`config.mk`:
```
export PLATFORM = sky130hd
export DESIGN_NAME = pipe_stage_buf
export DESIGN_NICKNAME = d
export VERILOG_FILES = /design/src/rtl/pipe_stage_buf_pkg.sv /design/src/rtl/pipe_ptr_ctr.sv /design/src/rtl/pipe_stage_buf.sv
export SDC_FILE = /design/constraint.sdc
export NUM_CORES = 1
export LEC_CHECK = 0
export ABC_AREA = 1
export BUFFER_PORTS_ARGS = -buffer_cell sky130_fd_sc_hd__buf_2
export CAP_MARGIN = 20
export CORE_AREA = 2 2 74 90
export DETAILED_ROUTE_END_ITERATION = 10
export DIE_AREA = 0 0 76 92
export GPL_ROUTABILITY_DRIVEN = 0
export GPL_TIMING_DRIVEN = 0
export HOLD_SLACK_MARGIN = 0.12
export PLACE_DENSITY = 0.81
export SLEW_MARGIN = 0
export SYNTH_ARGS = -nofsm -noshare
export SYNTH_HDL_FRONTEND = slang
export SYNTH_HIERARCHICAL = 1
export SYNTH_SLANG_ARGS = --single-unit
```
`constraint.sdc`:
```
create_clock -name clk -period 2.3 [get_ports clk]
set_clock_uncertainty 0.15 [all_clocks]
set_input_delay 0.345 -clock clk [delete_from_list [all_inputs] [get_ports clk]]
set_output_delay 0.345 -clock clk [all_outputs]
set_load 0.01 [all_outputs]
```
`src/rtl/pipe_stage_buf_pkg.sv`:
```
// Shared definitions for pipeline-stage buffers: stage payload widths, field
// offsets used to pack stage bundles, and width helpers for the buffer itself.
package pipe_stage_buf_pkg;

  // Stage payload widths.
  localparam int PL_F2D_W = 64;   // pc + instruction
  localparam int PL_D2X_W = 144;  // pc + rs1/rs2 values + imm + ctrl
  localparam int PL_X2M_W = 104;  // alu result + store data + rd + ctrl
  localparam int PL_M2W_W = 40;   // writeback value + rd + ctrl

  // IF->ID bundle field offsets.
  localparam int F2D_PC_LSB    = 0;
  localparam int F2D_INSTR_LSB = 32;

  typedef enum logic [1:0] {
    OCC_EMPTY,
    OCC_PARTIAL,
    OCC_FULL
  } occ_e;

  // A one-entry buffer still needs a 1-bit pointer to keep the ports legal.
  function automatic int ptr_width(input int depth);
    return (depth <= 1) ? 1 : $clog2(depth);
  endfunction

  function automatic int cnt_width(input int depth);
    return (depth == 0) ? 1 : $clog2(depth + 1);
  endfunction

endpackage

```
`src/rtl/pipe_ptr_ctr.sv`:
```
// Modulo-DEPTH pointer with synchronous clear, used for the buffer read and
// write positions. Non-power-of-two depths wrap explicitly at DEPTH-1.
module pipe_ptr_ctr
  import pipe_stage_buf_pkg::*;
#(
  parameter  int DEPTH = 2,
  localparam int PW    = ptr_width(DEPTH)
) (
  input  logic          clk,
  input  logic          rst,
  input  logic          i_clr,
  input  logic          i_inc,
  output logic [PW-1:0] o_ptr
);

  logic [PW-1:0] r_ptr;

  always_ff @(posedge clk) begin
    if (rst || i_clr) begin
      r_ptr <= '0;
    end else if (i_inc) begin
      r_ptr <= (r_ptr == PW'(DEPTH - 1)) ? '0 : r_ptr + PW'(1);
    end
  end

  assign o_ptr = r_ptr;

endmodule

```
`src/rtl/pipe_stage_buf.sv`:
```
// Valid/ready pipeline-stage buffer: DEPTH=0 is a wire-through for single-cycle
// builds, DEPTH>=1 is a registered FIFO with flush for pipeline redirects.
module pipe_stage_buf
  import pipe_stage_buf_pkg::*;
#(
  parameter  int WIDTH      = 32,
  parameter  int DEPTH      = 2,
  parameter  bit READY_PASS = 1'b1,
  localparam int CW         = cnt_width(DEPTH)
) (
  input  logic             clk,
  input  logic             rst,
  input  logic             flush,
  input  logic             s_valid,
  output logic             s_ready,
  input  logic [WIDTH-1:0] s_data,
  output logic             m_valid,
  input  logic             m_ready,
  output logic [WIDTH-1:0] m_data,
  output logic [CW-1:0]    count
);

  if (DEPTH == 0) begin : g_pass

    assign s_ready = m_ready;
    assign m_valid = s_valid;
    assign m_data  = s_data;
    assign count   = '0;

    logic w_unused;
    assign w_unused = ^{clk, rst, flush};

  end else begin : g_fifo

    localparam int PW = ptr_width(DEPTH);

    logic [WIDTH-1:0] r_mem [DEPTH];
    logic [CW-1:0]    r_count;
    logic [PW-1:0]    w_rd_ptr;
    logic [PW-1:0]    w_wr_ptr;
    occ_e             w_occ;
    logic             w_push;
    logic             w_pop;

    assign w_occ = (r_count == '0)         ? OCC_EMPTY :
                   (r_count == CW'(DEPTH)) ? OCC_FULL  : OCC_PARTIAL;

    // With READY_PASS a full buffer still accepts when the head leaves this cycle.
    assign s_ready = (w_occ != OCC_FULL) || (READY_PASS && m_ready);
    assign m_valid = (w_occ != OCC_EMPTY);
    assign m_data  = r_mem[w_rd_ptr];

    // A flush discards everything, including whatever is handshaken in that cycle.
    assign w_push = s_valid && s_ready && !flush;
    assign w_pop  = m_valid && m_ready && !flush;

    pipe_ptr_ctr #(.DEPTH(DEPTH)) u_wr_ptr (
      .clk   (clk),
      .rst   (rst),
      .i_clr (flush),
      .i_inc (w_push),
      .o_ptr (w_wr_ptr)
    );

    pipe_ptr_ctr #(.DEPTH(DEPTH)) u_rd_ptr (
      .clk   (clk),
      .rst   (rst),
      .i_clr (flush),
      .i_inc (w_pop),
      .o_ptr (w_rd_ptr)
    );

    always_ff @(posedge clk) begin
      if (rst || flush) begin
        r_count <= '0;
      end else begin
        case ({w_push, w_pop})
          2'b10:   r_count <= r_count + CW'(1);
          2'b01:   r_count <= r_count - CW'(1);
          default: r_count <= r_count;
        endcase
      end
    end

    // NOTE: storage is cleared on reset so m_data reads 0 out of reset; flush
    // leaves it alone because m_valid already masks stale entries.
    always_ff @(posedge clk) begin
      if (rst) begin
        for (int i = 0; i < DEPTH; i++) begin
          r_mem[i] <= '0;
        end
      end else if (w_push) begin
        r_mem[w_wr_ptr] <= s_data;
      end
    end

    assign count = r_count;

  end

endmodule

```
Word-level counts from Yosys, hierarchy flattened. Memory sizes are Yosys's and may differ from the RTL's. A register that Yosys moved wholly into a read port is not among the register bits. Cells that the tools add are included.

RAM bits: 64. ROM bits: 0. Output and inout port bits: 36. Memories kept: 1. Bits in latches: 0. Input port bits: 37. Word-level logic and storage cells: 38. Bits in registers: 4.

Memories: g_fifo.r_mem (depth 2, width 32, rd ports 1, clocked after memory_dff 1, write ports 2, RTL line pipe_stage_buf.sv:37) `logic [WIDTH-1:0] r_mem [DEPTH];`.

Bitwise logic cells: 0. Magnitude comparators: 0. Multiplexer cells: 15. Reduce and logical (&&, ||, !) cells: 11. Shift operators: 0. Equal/unequal tests: 4. $mul: 0. Divide/modulo/power cells: 0. $add $sub $neg: 4.

Operator list (number): 32-bit 2-to-1 mux (1); 32-bit OR reduction (1); 1-bit 2-to-1 mux (11); 2-bit == test (second input constant) (2); 1-bit logical AND (4); 2-bit 2-to-1 mux (2); 2-bit one-hot mux with 2 select lines (1); 2-bit nonzero test (2); 1-bit adder (second input constant) (2); 2-bit by 1-bit adder with 2-bit output (second input constant) (1); 2-bit by 1-bit == test with 1-bit output (second input constant) (1); 2-bit zero test (1); 1-bit logical OR (2); 2-bit != test (second input constant) (1); 2-bit by 1-bit subtractor with 2-bit output (second input constant) (1); 1-bit zero test (1).

Depth between registers and ports, before layout. Gate-level depths: netlist of the first run.

Depth after elaboration: 12. Mapped depth: 9. Gate-level depth less buffers: 9.

Modules after synthesis. The synthesis of the first run kept the hierarchy.

By module, submodules not included: pipe_stage_buf (cells each 235, seq. area each 1961.9 um^2, area an instance 3042.9 um^2, instances 1); pipe_ptr_ctr (cells each 6, seq. area each 20.0 um^2, area an instance 41.3 um^2, instances 2).

Worst setup path before layout of the first run. No wires, ideal clock.

Path type: register to register. Start: reg g_fifo.r_count[0], in the netlist count[0]. End: mem g_fifo.r_mem[1][0], enable pin. Buffers on the path: 1. Required time: 1.761 ns. Arrival: 1.650 ns. Stages on the path, launching flop included: 6. Setup time: 0.389 ns. Period minus slack after synthesis: 2.190 ns. Setup slack: 0.110 ns. Cells stage by stage: dfxtp_1 > inv_2 > nand3_4 > nand4_4 > buf_6 > nand2_1.

RTL lines: start, declared (RTL line pipe_stage_buf.sv:38) `logic [CW-1:0] r_count;`; start signal, assigned (RTL line pipe_stage_buf.sv:78) `2'b10: r_count <= r_count + CW'(1);`; start signal, assigned (RTL line pipe_stage_buf.sv:79) `2'b01: r_count <= r_count - CW'(1);`; start signal, assigned (RTL line pipe_stage_buf.sv:80) `default: r_count <= r_count;`; end, declared (RTL line pipe_stage_buf.sv:37).

Final worst setup path of the first run.
Start: reg g_fifo.r_count[0], in the netlist count[0]. End: reg g_fifo.r_count[0], in the netlist count[0].

Elaborated cells on any way between the ends: 17. Those cells by class: add/sub (2); eq/ne (4); mux (3); reduce/logical (8).

RTL lines: 2-bit == test (RTL line pipe_stage_buf.sv:46) `(r_count == CW'(DEPTH)) ? OCC_FULL : OCC_PARTIAL;`; 2-bit 2-to-1 mux (RTL line pipe_stage_buf.sv:46); 2-bit 2-to-1 mux (*) (RTL line pipe_stage_buf.sv:45) `assign w_occ = (r_count == '0) ? OCC_EMPTY :`; 2-bit nonzero test (*) (RTL line pipe_stage_buf.sv:50) `assign m_valid = (w_occ != OCC_EMPTY);`; 1-bit logical AND (*) (2 in a row) (RTL line pipe_stage_buf.sv:55) `assign w_pop = m_valid && m_ready && !flush;`; net g_fifo.w_pop (RTL line pipe_stage_buf.sv:43) `logic w_pop;`; 2-bit by 1-bit == test with 1-bit output / 2-bit == test (equally long branches) (RTL line pipe_stage_buf.sv:77) `case ({w_push, w_pop})`; 2-bit one-hot mux with 2 select lines / 2-bit nonzero test (equally long branches).

The timed path passes the listed nets; every way through them passes the cells marked *. A chain may end at the register's enable or synchronous reset.

==> results of run 1 <==
-- synth_stat cells, types with 2 or more instances --
master	count	share of area
edfxtp_1	64	0.61
nor2_1	44	0.053
dfxtp_1	4	0.026
nor3_1	2	0.0032
buf_4	3	0.0072
nor2_2	32	0.064
nand4_4	2	0.014
nand2_1	11	0.013
mux2_1	2	0.0072
buf_6	6	0.022
inv_1	40	0.048
mux2_2	30	0.11
-- cell families after synthesis --
logic type    after synthesis
simple gates               94
buf+inv                    51
xor+xnor                    1
mux                        32
flops                      68
fa+ha+maj                   1
-- per-stage QoR --
step / area (um^2) / hold slack (ns) / setup TNS, ns
global route: 3885 / 0.1608 / 0
finish: 3885 / 0.1629 / 0
CTS: 3877 / 0.1454 / 0
global placement: 3592 / 0.3535 / -26.08
detailed placement: 3650 / 0.3920 / -0.5529
floorplan: 3126 / 0.2718 / 0
-- how the worst max path moves through the flow --
stage,start,to,slack (ns)
2_1_floorplan,count[0],g_fifo.r_mem[1][0],0.11
3_3_place_gp,flush,g_fifo.r_mem[1][19],-0.41
3_5_place_dp,flush,g_fifo.r_mem[1][7],-0.03
4_1_cts,count[0],count[0],0.05
5_1_grt,count[0],g_fifo.r_mem[0][17],0.02
6_report,count[0],count[0],0.11
-- worst min-delay path, cell delays in order --
cell	delay (ns)
buf_2	0.07
inv_1	0.04
nor2_1	0.08
-- layout make-up --
class                   instances  area share
inverters                      41     0.03961
well taps                      85     0.02738
clock buffers                  11     0.03382
flip-flops and latches         68      0.5153
repair buffers                 77      0.1127
plain buffers                  10     0.02415
multi-input cells             128      0.2274
clock inverters                 5     0.01965
-- sequential cells by signal (all words and copies together) (netlist names) --
register and flops:
count 2, g_fifo.u_wr_ptr/o_ptr 1, g_fifo.r_mem 64, g_fifo.u_rd_ptr/o_ptr 1
-- timing repair --
item	in CTS	in global routing
hold buffers	2	0
resized for setup	0	2
hold endpoints to repair	1	0
endpoints found under the setup margin	0	21
-- routing by layer --
metal,up-vias,GRT usage,part of all wire
li1,982,-,-
met5,-,0,0
met4,0,0.1015,0.027
met1,958,0.1874,0.38
met2,57,0.3170,0.56
met3,17,0.03642,0.039
-- power by group through the flow --
stage / sequential (W) / combinational (W) / clock (W)
floorplan: 0.00144 / 0.000123 / 0
global placement: 0.00144 / 0.000205 / 0
detailed placement: 0.00145 / 0.000222 / 0
CTS: 0.00142 / 0.000226 / 0.00105
global route: 0.00142 / 0.000246 / 0.00110
finish: 0.00142 / 0.000223 / 0.00103
==> metrics.csv, run 1 <==
stage,metric,value,unit
outcome,status,completed,
logic_synthesis,synthCells,247,
logic_synthesis,synth_xor_area_frac,0.002802,
pwr,p_leak,1.770,nW
logic_synthesis,ys_seq_area_frac,0.6405,
logic_synthesis,synth_edf_count,64,
floorplanning,die_area,6992,um^2
worst_setup_path,cp_max_fo,6,
final_layout,drive_above_1_share,0.4882,
timing,slew_violations,0,
detailed_routing,post-route-drc-count,0,
worst_setup_path,path_depth,6,
place,place_inst,407,
final_layout,areaGrowthSynthToFinish,24.30,%
floorplanning,core,6206,um^2
timing,fin_crit,2.186,ns
detailed_routing,ant_nets,0,
detailed_routing,first_pass_iters,4,
floorplanning,placementRows,32,
logic_synthesis,netlist-cell-type-count,19,
clock_network,cts.clk_slew.worst_paths,0.07,ns
logic_synthesis,synth_nets,285,
timing,fmax,457.6,MHz
pwr,ir_drop,0.4701,mV
global_routing,antenna_found_initial,0,
worst_setup_path,cp.required,2.43,ns
place,dp_slack,-0.02864,ns
detailed_routing,drt_iter0_drc,91,
logic_synthesis,synth_warnings,6,
place,hpwl,3.940,mm
pwr,switching_share,0.2120,
final_layout,regArea,2002,um^2
logic_synthesis,ys.flop_type,edfxtp_1,
clock_network,clk_latency,0.34,ns
min_path,worstHoldPathCells,3,
clock_network,clk_path_buf_depth,2,
logic_synthesis,synth.mux.area_fraction,0.1153,
clock_network,cts_tree,built,
timing,postLayoutSetupSlackWorst,0.1145,ns
timing,relSlewSlack,0.7034,
clock_network,cts_buffers,9,
logic_synthesis,synth_compound_area_frac,0,
timing,worst_pin_slew,0.4438,ns
global_routing,grt_pass1_vias,1990,
worst_setup_path,slowest_delay,0.57,ns
min_path,min-delay-start,s_data[1],
final_layout,post-route-util,0.6260,
logic_synthesis,synth_top_family_by_area,simple AND/OR/NAND/NOR gates,
clock_network,cts_setup_buffers,0,
worst_setup_path,r2r_start,count[0],
logic_synthesis,syn_area,3125,um^2
floorplanning,die_x,76,um
worst_setup_path,path_buf_inv,1,
worst_setup_path,critPathCaptureType,flip-flop,
detailed_routing,wl,5.721,mm
detailed_routing,post_drt_wl_per_cell,13.46,um
pwr,powerDensity,688.3,nW/um^2
floorplanning,fp.dieH,92,um
min_path,holdCritPathClass,input pin to flip-flop,
timing,setup_viol,0,
pwr,clockPowerShare,0.386,
final_layout,multiInputGateArea,883.3,um^2
timing,hold_violations,0,
final_layout,mostFrequentLayoutCells,"72 x buf_2, 64 x edfxtp_1, 44 x nor2_1",
worst_setup_path,r2r-end,count[0],
floorplanning,start_util,0.5036,
final_layout,final_common_cell,buf_2,
worst_setup_path,rrSetupSlack,0.11,ns
worst_setup_path,cp_slowest_cell,dlygate4sd3_1,
global_routing,track_usage,0.1744,
timing,fin_crit_sh,0.9502,
detailed_routing,vias,2014,
logic_synthesis,synthAdderAreaFrac,0.004003,
global_routing,grt_max_degree,21,
logic_synthesis,syn_area_per_cell,12.65,um^2
final_layout,fillers,475,
worst_setup_path,startpoint_type,flip-flop,
pwr,total_power,0.002674,W
pwr,internal-power,0.002107,W
logic_synthesis,synth_seq_cells,68,
worst_setup_path,r2r_cells,6,
pwr,pwr-share-comb,0.083,
floorplanning,floorplan.io_pins,73,
worst_setup_path,setup.worst_path.class,flip-flop to flip-flop,
global_routing,globalRouteOverflowTotal,0,
detailed_routing,via_per_inst,4.739,
final_layout,final_nets,373,
final_layout,final_cells,425,
pwr,seqPwrFrac,0.530,
logic_synthesis,ys_async_sr_fraction,0,
final_layout,diodes,0,
flow_run,drv_cap,0,
timing,rsz0062_at_grt,no,
clock_network,clock_sinks,68,
worst_setup_path,path_cells,nor2_1 -> nor3_2 -> ha_1 -> xor2_1 -> nor3_1 -> dlygate4sd3_1,
global_routing,grt_pass1_wl,9.163,mm
worst_setup_path,crit_arrival,2.32,ns
worst_setup_path,critPathTopFamily,buffers and inverters,
pwr,p_switching,0.0005670,W
clock_network,cts-root-buf,clkbuf_8,
logic_synthesis,synthSimpleGateAreaFrac,0.1581,
min_path,whs_endpoint,g_fifo.r_mem[0][1],
clock_network,cts_htree_levels,3,
place,port_buffers,72,
Power figures use the tool's default switching activity.
==> run 2, diff against run 1 <==
ABC_AREA = unset   (was 1)
CORE_AREA = 2 2 73 88   (was 2 2 74 90)
DIE_AREA = 0 0 75 90   (was 0 0 76 92)
PLACE_DENSITY = 0.82   (was 0.81)
==> run 2 against run 1 <==
Against the previous run:
- die area shrank 3.5%
- critical endpoint is now g_fifo.r_mem[0][22]
- setup slack gained 0.032 ns
- clock power is essentially flat
- largest power group unchanged
- synthesized area shrank 2.7%
- core utilization grew 1.4 points
- sequential power is essentially flat
- sequential cell count is the same
==> metrics.csv, run 2 <==
stage,metric,value,unit,change
outcome,status,completed,,unchanged
worst_setup_path,cp_slowest_cell,or2_2,,was dlygate4sd3_1
logic_synthesis,synthCells,196,,was 247
logic_synthesis,netlist-cell-type-count,24,,was 19
timing,fin_crit,2.154,ns,was 2.186 ns
floorplanning,die_x,75,um,was 76 um
timing,fin_crit_sh,0.9364,,was 0.9502
pwr,clockPowerShare,0.390,,was 0.386
worst_setup_path,slowest_delay,0.72,ns,was 0.57 ns
clock_network,clk_latency,0.34,ns,about the same
final_layout,largest_reg_flops,64,,unchanged
worst_setup_path,critPathCaptureType,flip-flop,,unchanged
final_layout,post-route-util,0.6397,,was 0.6260
place,hpwl,3.528,mm,was 3.940 mm
logic_synthesis,yosysMostFrequentCell,edfxtp_1,,unchanged
min_path,min-delay-start,s_data[31],,was s_data[1]
timing,hold_violations,0,,unchanged
floorplanning,start_util,0.5125,,was 0.5036
global_routing,track_usage,0.1729,,was 0.1744
worst_setup_path,cp_max_fo,32,,was 6
clock_network,cts_htree_levels,3,,unchanged
detailed_routing,drt_iter0_drc,58,,was 91
final_layout,diodes,0,,unchanged
pwr,switching_share,0.2111,,was 0.2120
logic_synthesis,synthTopCellsByCount,"64 x edfxtp_1, 42 x and2_1, 31 x mux2_2",,"was 64 x edfxtp_1, 44 x nor2_1, 40 x inv_1"
pwr,ir_drop,0.4096,mV,was 0.4701 mV
logic_synthesis,yosys.area.top_type_share,0.6318,,was 0.6149
logic_synthesis,ys_async_sr_fraction,0,,unchanged
clock_network,cts.clk_slew.worst_paths,0.07,ns,about the same
pwr,seqPwrFrac,0.532,,was 0.530
worst_setup_path,crit_end,g_fifo.r_mem[0][22],,was count[0]
worst_setup_path,crit_arrival,1.98,ns,was 2.32 ns
final_layout,mostFrequentLayoutCells,"72 x buf_2, 64 x edfxtp_1, 42 x and2_1",,"was 72 x buf_2, 64 x edfxtp_1, 44 x nor2_1"
global_routing,globalRouteOverflowTotal,0,,unchanged
final_layout,drive_above_1_share,0.5448,,was 0.4882
final_layout,areaGrowthSynthToFinish,24.80,%,was 24.30%
pwr,pwr-share-comb,0.078,,was 0.083
pwr,total_power,0.002686,W,was 0.002674 W
flow_run,drv_cap,0,,unchanged
final_layout,regMostFlops,g_fifo.r_mem,,unchanged
timing,rsz0062_at_grt,no,,unchanged
floorplanning,core,5934,um^2,was 6206 um^2
place,port_buffers,72,,unchanged
logic_synthesis,ys_seq_area_frac,0.6582,,was 0.6405
logic_synthesis,ys.flop_type,edfxtp_1,,unchanged
floorplanning,placementRows,31,,was 32
logic_synthesis,synth_seq_cells,68,,unchanged
detailed_routing,post-route-drc-count,0,,unchanged
timing,fmax,464.3,MHz,was 457.6 MHz
clock_network,cts_setup_buffers,0,,unchanged
min_path,holdCritPathClass,input pin to flip-flop,,unchanged
final_layout,final_nets,323,,was 373
final_layout,multiInputGateArea,985.9,um^2,was 883.3 um^2
logic_synthesis,syn_area,3042,um^2,was 3125 um^2
worst_setup_path,r2r-end,g_fifo.r_mem[0][22],,was count[0]
global_routing,grt_max_degree,33,,was 21
clock_network,cts-root-buf,clkbuf_8,,unchanged
floorplanning,floorplan.io_pins,73,,unchanged
detailed_routing,first_pass_iters,4,,unchanged
final_layout,fillers,444,,was 475
worst_setup_path,r2r_cells,3,,was 6
worst_setup_path,path_cells,nor3b_4 -> nor4_4 -> or2_2,,was nor2_1 -> nor3_2 -> ha_1 -> xor2_1 -> nor3_1 -> dlygate4sd3_1
pwr,p_leak,1.573,nW,was 1.770 nW
clock_network,clock_sinks,68,,unchanged
logic_synthesis,synth_warnings,6,,unchanged
timing,slew_violations,0,,unchanged
detailed_routing,ant_nets,0,,unchanged
logic_synthesis,syn_area_per_cell,15.52,um^2,was 12.65 um^2
detailed_routing,wl,5.348,mm,was 5.721 mm
logic_synthesis,yosysTopAreaCell,edfxtp_1,,unchanged
floorplanning,fp.dieH,90,um,was 92 um
worst_setup_path,startpoint_type,flip-flop,,unchanged
global_routing,grt_pass1_vias,1829,,"was 1,990"
final_layout,regArea,2002,um^2,unchanged
detailed_routing,via_per_inst,4.831,,was 4.739
clock_network,clk_path_buf_depth,2,,unchanged
logic_synthesis,yosys-top-cells-area,"edfxtp_1 63%, mux2_2 11%, and2_1 8.6%, and2_2 5.4%, dfxtp_1 2.6%",,"was edfxtp_1 61%, mux2_2 11%, nor2_2 6.4%, nor2_1 5.3%, inv_1 4.8%"
worst_setup_path,cp-startpoint,count[0],,unchanged
global_routing,grt_pass1_wl,8.528,mm,was 9.163 mm
worst_setup_path,rrSetupSlack,0.15,ns,was 0.11 ns
logic_synthesis,synth_edf_count,64,,unchanged
timing,relSlewSlack,0.4531,,was 0.7034
clock_network,cts_buffers,9,,unchanged
global_routing,antenna_found_initial,0,,unchanged
worst_setup_path,r2r_start,count[0],,unchanged
timing,worst_pin_slew,0.8204,ns,was 0.4438 ns
detailed_routing,post_drt_wl_per_cell,14.38,um,was 13.46 um
timing,setup_viol,0,,unchanged
final_layout,final_common_cell,buf_2,,unchanged
floorplanning,die_area,6750,um^2,was 6992 um^2
pwr,powerDensity,707.5,nW/um^2,was 688.3 nW/um^2
pwr,p_switching,0.0005670,W,about the same
worst_setup_path,setup.worst_path.class,flip-flop to flip-flop,,unchanged
detailed_routing,vias,1797,,"was 2,014"
clock_network,cts_tree,built,,unchanged
pwr,internal-power,0.002119,W,was 0.002107 W
logic_synthesis,synth_nets,234,,was 285
worst_setup_path,cp.required,2.12,ns,was 2.43 ns
[run 2: cell types whose count changed after synthesis, sizes merged, moves of 4 or more]
cell,before,now
and2,0,64
buf,9,3
clkbuf,1,7
inv,41,2
nand2,11,0
nor2,77,0
or2,0,4
[run 2: cells by family (layout without fill, tap and decap cells)]
group,Yosys count,count (layout),share of synthesized area
buffers and inverters,12,106,0.01851
muxes,32,32,0.1185
AOI/OAI and AO/OA,2,2,0.004113
DFF,68,68,0.6582
xor gates and xnor gates,4,4,0.01152
adders and majority gates,1,1,0.004113
and+or+nand+nor,77,77,0.1851
[run 2: how the worst min path moves through the flow]
| stage | end | slack [ns] | cells past startpoint |
|---|---|---|---|
| after floorplan | g_fifo.u_rd_ptr/o_ptr | 0.26 | 1 |
| after global placement | count[1] | 0.36 | 2 |
| after detailed placement | count[1] | 0.37 | 2 |
| after CTS | g_fifo.r_mem[0][11] | 0.12 | 2 |
| after global routing | g_fifo.r_mem[1][7] | 0.13 | 2 |
| final | g_fifo.r_mem[0][31] | 0.14 | 2 |
[run 2: routing by layer]
layer,vias up,global-route usage,routed length (um)
li1,874,-,-
met1,868,0.1934,2096
met2,49,0.2924,2909
met3,6,0.05157,262
met4,0,0.08036,80
met5,-,0,0
[run 2: power by group through the flow]
stage / Clock (W) / Sequential [W] / Combinational, W
after floorplan: 0 / 0.00145 / 0.000109
after global placement: 0 / 0.00145 / 0.000199
after detailed placement: 0 / 0.00146 / 0.000202
after CTS: 0.00107 / 0.00143 / 0.000214
after global routing: 0.00113 / 0.00143 / 0.000230
final: 0.00105 / 0.00143 / 0.000209
[run 2: metrics by stage]
stage / std cells / TNS, ns / setup WS, ns / hold WS (ns) / area [um^2]
floorplan: 196 / 0 / 0.2984 / 0.2640 / 3042
global route: 372 / 0 / 0.006986 / 0.1284 / 3796
detailed placement: 350 / -4.480 / -0.1420 / 0.3713 / 3505
finish: 372 / 0 / 0.1462 / 0.1398 / 3796
global placement: 350 / -4.083 / -0.1289 / 0.3572 / 3505
CTS: 373 / 0 / 0.008952 / 0.1204 / 3792
[run 2: area by class of cell]
class	instances	share of cell area
Tap cell	82	0.02703
Buffer	9	0.01384
Clock inverter	7	0.02406
Sequential cell	68	0.5274
Inverter	2	0.001978
Clock buffer	9	0.03263
Multi-Input combinational cell	116	0.2597
Timing Repair Buffer	79	0.1134
[run 2: worst max-delay path, delay by kind of cell, from the launching register on]
family	cells	cell delay, ns
DFF	1	0.47
and+or+nand+nor	3	1.14
[run 2: what timing repair did]
| action | CTS | global route |
|---|---|---|
| pin swaps | 0 | 0 |
| endpoints found under the hold margin | 11 | 0 |
| hold buffers | 7 | 0 |
| endpoints found under the setup margin | 32 | 30 |
| gates resized for setup | 1 | 3 |
==> run 3, diff against run 2 <==
MAX_ROUTING_LAYER = met4   (was unset)
PLACE_DENSITY = 0.77   (was 0.82)
==> run 3 against run 2 <==
Against the previous run:
- global-route usage is essentially flat
- total power shrank 1.2%
- clock power barely moved
- first-iteration DRC count rose by 66%
- sequential power is essentially flat
- critical path depth is the same
==> metrics.csv, run 3 (synthesis results as in run 2) <==
stage,metric,value,unit,change
worst_setup_path,r2r_start,count[0],,unchanged
timing,hold_violations,0,,unchanged
timing,slew_violations,0,,unchanged
final_layout,diodes,0,,unchanged
worst_setup_path,cp_max_fo,32,,unchanged
pwr,p_leak,1.555,nW,was 1.573 nW
global_routing,grt_pass1_vias,1764,,"was 1,829"
worst_setup_path,rrSetupSlack,0.14,ns,was 0.15 ns
clock_network,cts-root-buf,clkbuf_8,,unchanged
pwr,p_switching,0.0005498,W,was 0.0005670 W
final_layout,largest_reg_flops,64,,unchanged
timing,fin_crit_sh,0.9390,,was 0.9364
global_routing,antenna_found_initial,0,,unchanged
min_path,whs_endpoint,g_fifo.r_mem[0][6],,was g_fifo.r_mem[0][31]
floorplanning,fp.dieH,90,um,unchanged
detailed_routing,vias,1763,,"was 1,797"
timing,setup_viol,0,,unchanged
floorplanning,floorplan.io_pins,73,,unchanged
clock_network,cts_buffers,9,,unchanged
detailed_routing,post_drt_wl_per_cell,14.28,um,was 14.38 um
final_layout,regMostFlops,g_fifo.r_mem,,unchanged
final_layout,final_cells,366,,was 372
outcome,status,completed,,unchanged
floorplanning,placementRows,31,,unchanged
detailed_routing,via_per_inst,4.817,,was 4.831
worst_setup_path,startpoint_type,flip-flop,,unchanged
min_path,holdCritPathClass,input pin to flip-flop,,unchanged
final_layout,areaGrowthSynthToFinish,22.42,%,was 24.80%
detailed_routing,wl,5.227,mm,was 5.348 mm
detailed_routing,ant_nets,0,,unchanged
timing,worst_pin_slew,0.7799,ns,was 0.8204 ns
global_routing,track_usage,0.1728,,was 0.1729
floorplanning,die_area,6750,um^2,unchanged
timing,postLayoutSetupSlackWorst,0.1403,ns,was 0.1462 ns
worst_setup_path,critPathCaptureType,flip-flop,,unchanged
min_path,worstHoldPathCells,2,,unchanged
pwr,seqPwrFrac,0.538,,was 0.532
worst_setup_path,setup.worst_path.class,flip-flop to flip-flop,,unchanged
timing,relSlewSlack,0.4801,,was 0.4531
timing,fin_crit,2.160,ns,was 2.154 ns
floorplanning,die_x,75,um,unchanged
place,hpwl,3.446,mm,was 3.528 mm
detailed_routing,drt_iter0_drc,96,,was 58
floorplanning,start_util,0.5125,,unchanged
worst_setup_path,cp-startpoint,count[0],,unchanged
flow_run,drv_cap,0,,unchanged
timing,rsz0062_at_grt,no,,unchanged
clock_network,clk_path_buf_depth,2,,unchanged
clock_network,cts_tree,built,,unchanged
detailed_routing,post-route-drc-count,0,,unchanged
min_path,min-delay-start,s_data[6],,was s_data[31]
global_routing,grt_pass1_wl,8.190,mm,was 8.528 mm
clock_network,cts.clk_slew.worst_paths,0.07,ns,about the same
pwr,pwr-share-comb,0.076,,was 0.078
place,port_buffers,72,,unchanged
final_layout,final_common_cell,buf_2,,unchanged
detailed_routing,first_pass_iters,4,,unchanged
timing,fmax,463.0,MHz,was 464.3 MHz
final_layout,final_nets,317,,was 323
floorplanning,core,5934,um^2,unchanged
clock_network,clk_latency,0.34,ns,about the same
place,dp_slack,-0.09779,ns,was -0.1420 ns
clock_network,clock_sinks,68,,unchanged
worst_setup_path,cp.required,2.12,ns,about the same
timing,fin_setup_tns,0,ns,unchanged
global_routing,globalRouteOverflowTotal,0,,unchanged
place,place_inst,350,,unchanged
pwr,ir_drop,0.5536,mV,was 0.4096 mV
pwr,clockPowerShare,0.386,,was 0.390
clock_network,cts_htree_levels,3,,unchanged
final_layout,drive_above_1_share,0.5493,,was 0.5448
pwr,switching_share,0.2072,,was 0.2111
final_layout,post-route-util,0.6275,,was 0.6397
final_layout,mostFrequentLayoutCells,"73 x buf_2, 64 x edfxtp_1, 42 x and2_1",,"was 72 x buf_2, 64 x edfxtp_1, 42 x and2_1"
pwr,internal-power,0.002104,W,was 0.002119 W
global_routing,grt_max_degree,33,,unchanged
worst_setup_path,r2r_cells,3,,unchanged
worst_setup_path,crit_arrival,1.98,ns,about the same
pwr,powerDensity,712.7,nW/um^2,was 707.5 nW/um^2
worst_setup_path,r2r-end,g_fifo.r_mem[0][14],,was g_fifo.r_mem[0][22]
run 3: changes by cell type in the layout (fill, tap and decap cells not counted), sizes merged:
cell         before  now
buf              72   73
clkbuf           18   17
clkinv            2    5
clkinvlp          3    0
dlygate4sd3       7    1
run 3: how the worst max path moves through the flow:
stage                          end  slack, ns
2_1_floorplan             count[1]       0.30
3_3_place_gp   g_fifo.r_mem[1][15]      -0.06
3_5_place_dp   g_fifo.r_mem[1][13]       -0.1
4_1_cts        g_fifo.r_mem[1][26]       0.04
5_1_grt        g_fifo.r_mem[0][14]      0.006
6_report       g_fifo.r_mem[0][14]       0.14
run 3: per-stage QoR:
step | instance area (um^2) | power [W] | hold slack, ns
after global placement | 3505 | 0.001650 | 0.3596
after floorplan | 3042 | 0.001559 | 0.2640
after global routing | 3724 | 0.002743 | 0.1290
after CTS | 3720 | 0.002675 | 0.1202
final | 3724 | 0.002654 | 0.1323
after detailed placement | 3505 | 0.001658 | 0.3682
run 3: what timing repair did:
item	4_1_cts	5_1_grt
resized for setup	0	3
endpoints found under the hold margin	4	0
hold buffers	1	0
buffers inserted	0	0
setup endpoints to repair	0	62
run 3: routing by layer:
metal | vias to the layer above | global-route usage | routed length, um
met5 | - | - | 0
met4 | 0 | 0.06696 | 91
met3 | 11 | 0.06278 | 290
met2 | 49 | 0.2727 | 2698
met1 | 842 | 0.1977 | 2147
li1 | 861 | - | -
run 3: layout make-up:
| class | count | area (um^2) |
|---|---|---|
| buffer | 9 | 50.05 |
| multi-input combinational | 116 | 985.9 |
| tap | 82 | 102.6 |
| clock inverter | 7 | 81.33 |
| clock buffer | 9 | 123.9 |
| inverter | 2 | 7.507 |
| fill | 466 | 2211 |
| timing repair buffer | 73 | 370.4 |
| sequential | 68 | 2002 |
run 3: power groups by stage:
stage	sequential [W]	clock, W	combinational [W]
6_report	0.00143	0.00103	0.000201
5_1_grt	0.00143	0.00109	0.000221
4_1_cts	0.00143	0.00104	0.000204
3_5_place_dp	0.00146	0	0.000202
3_3_place_gp	0.00145	0	0.000198
2_1_floorplan	0.00145	0	0.000109
run 3: worst max-delay path, cell delays in order, from the launching register on:
cell and delay, ns:
dfxtp_1 0.47, nor3b_4 0.11, nor4_4 0.35, or2_2 0.70
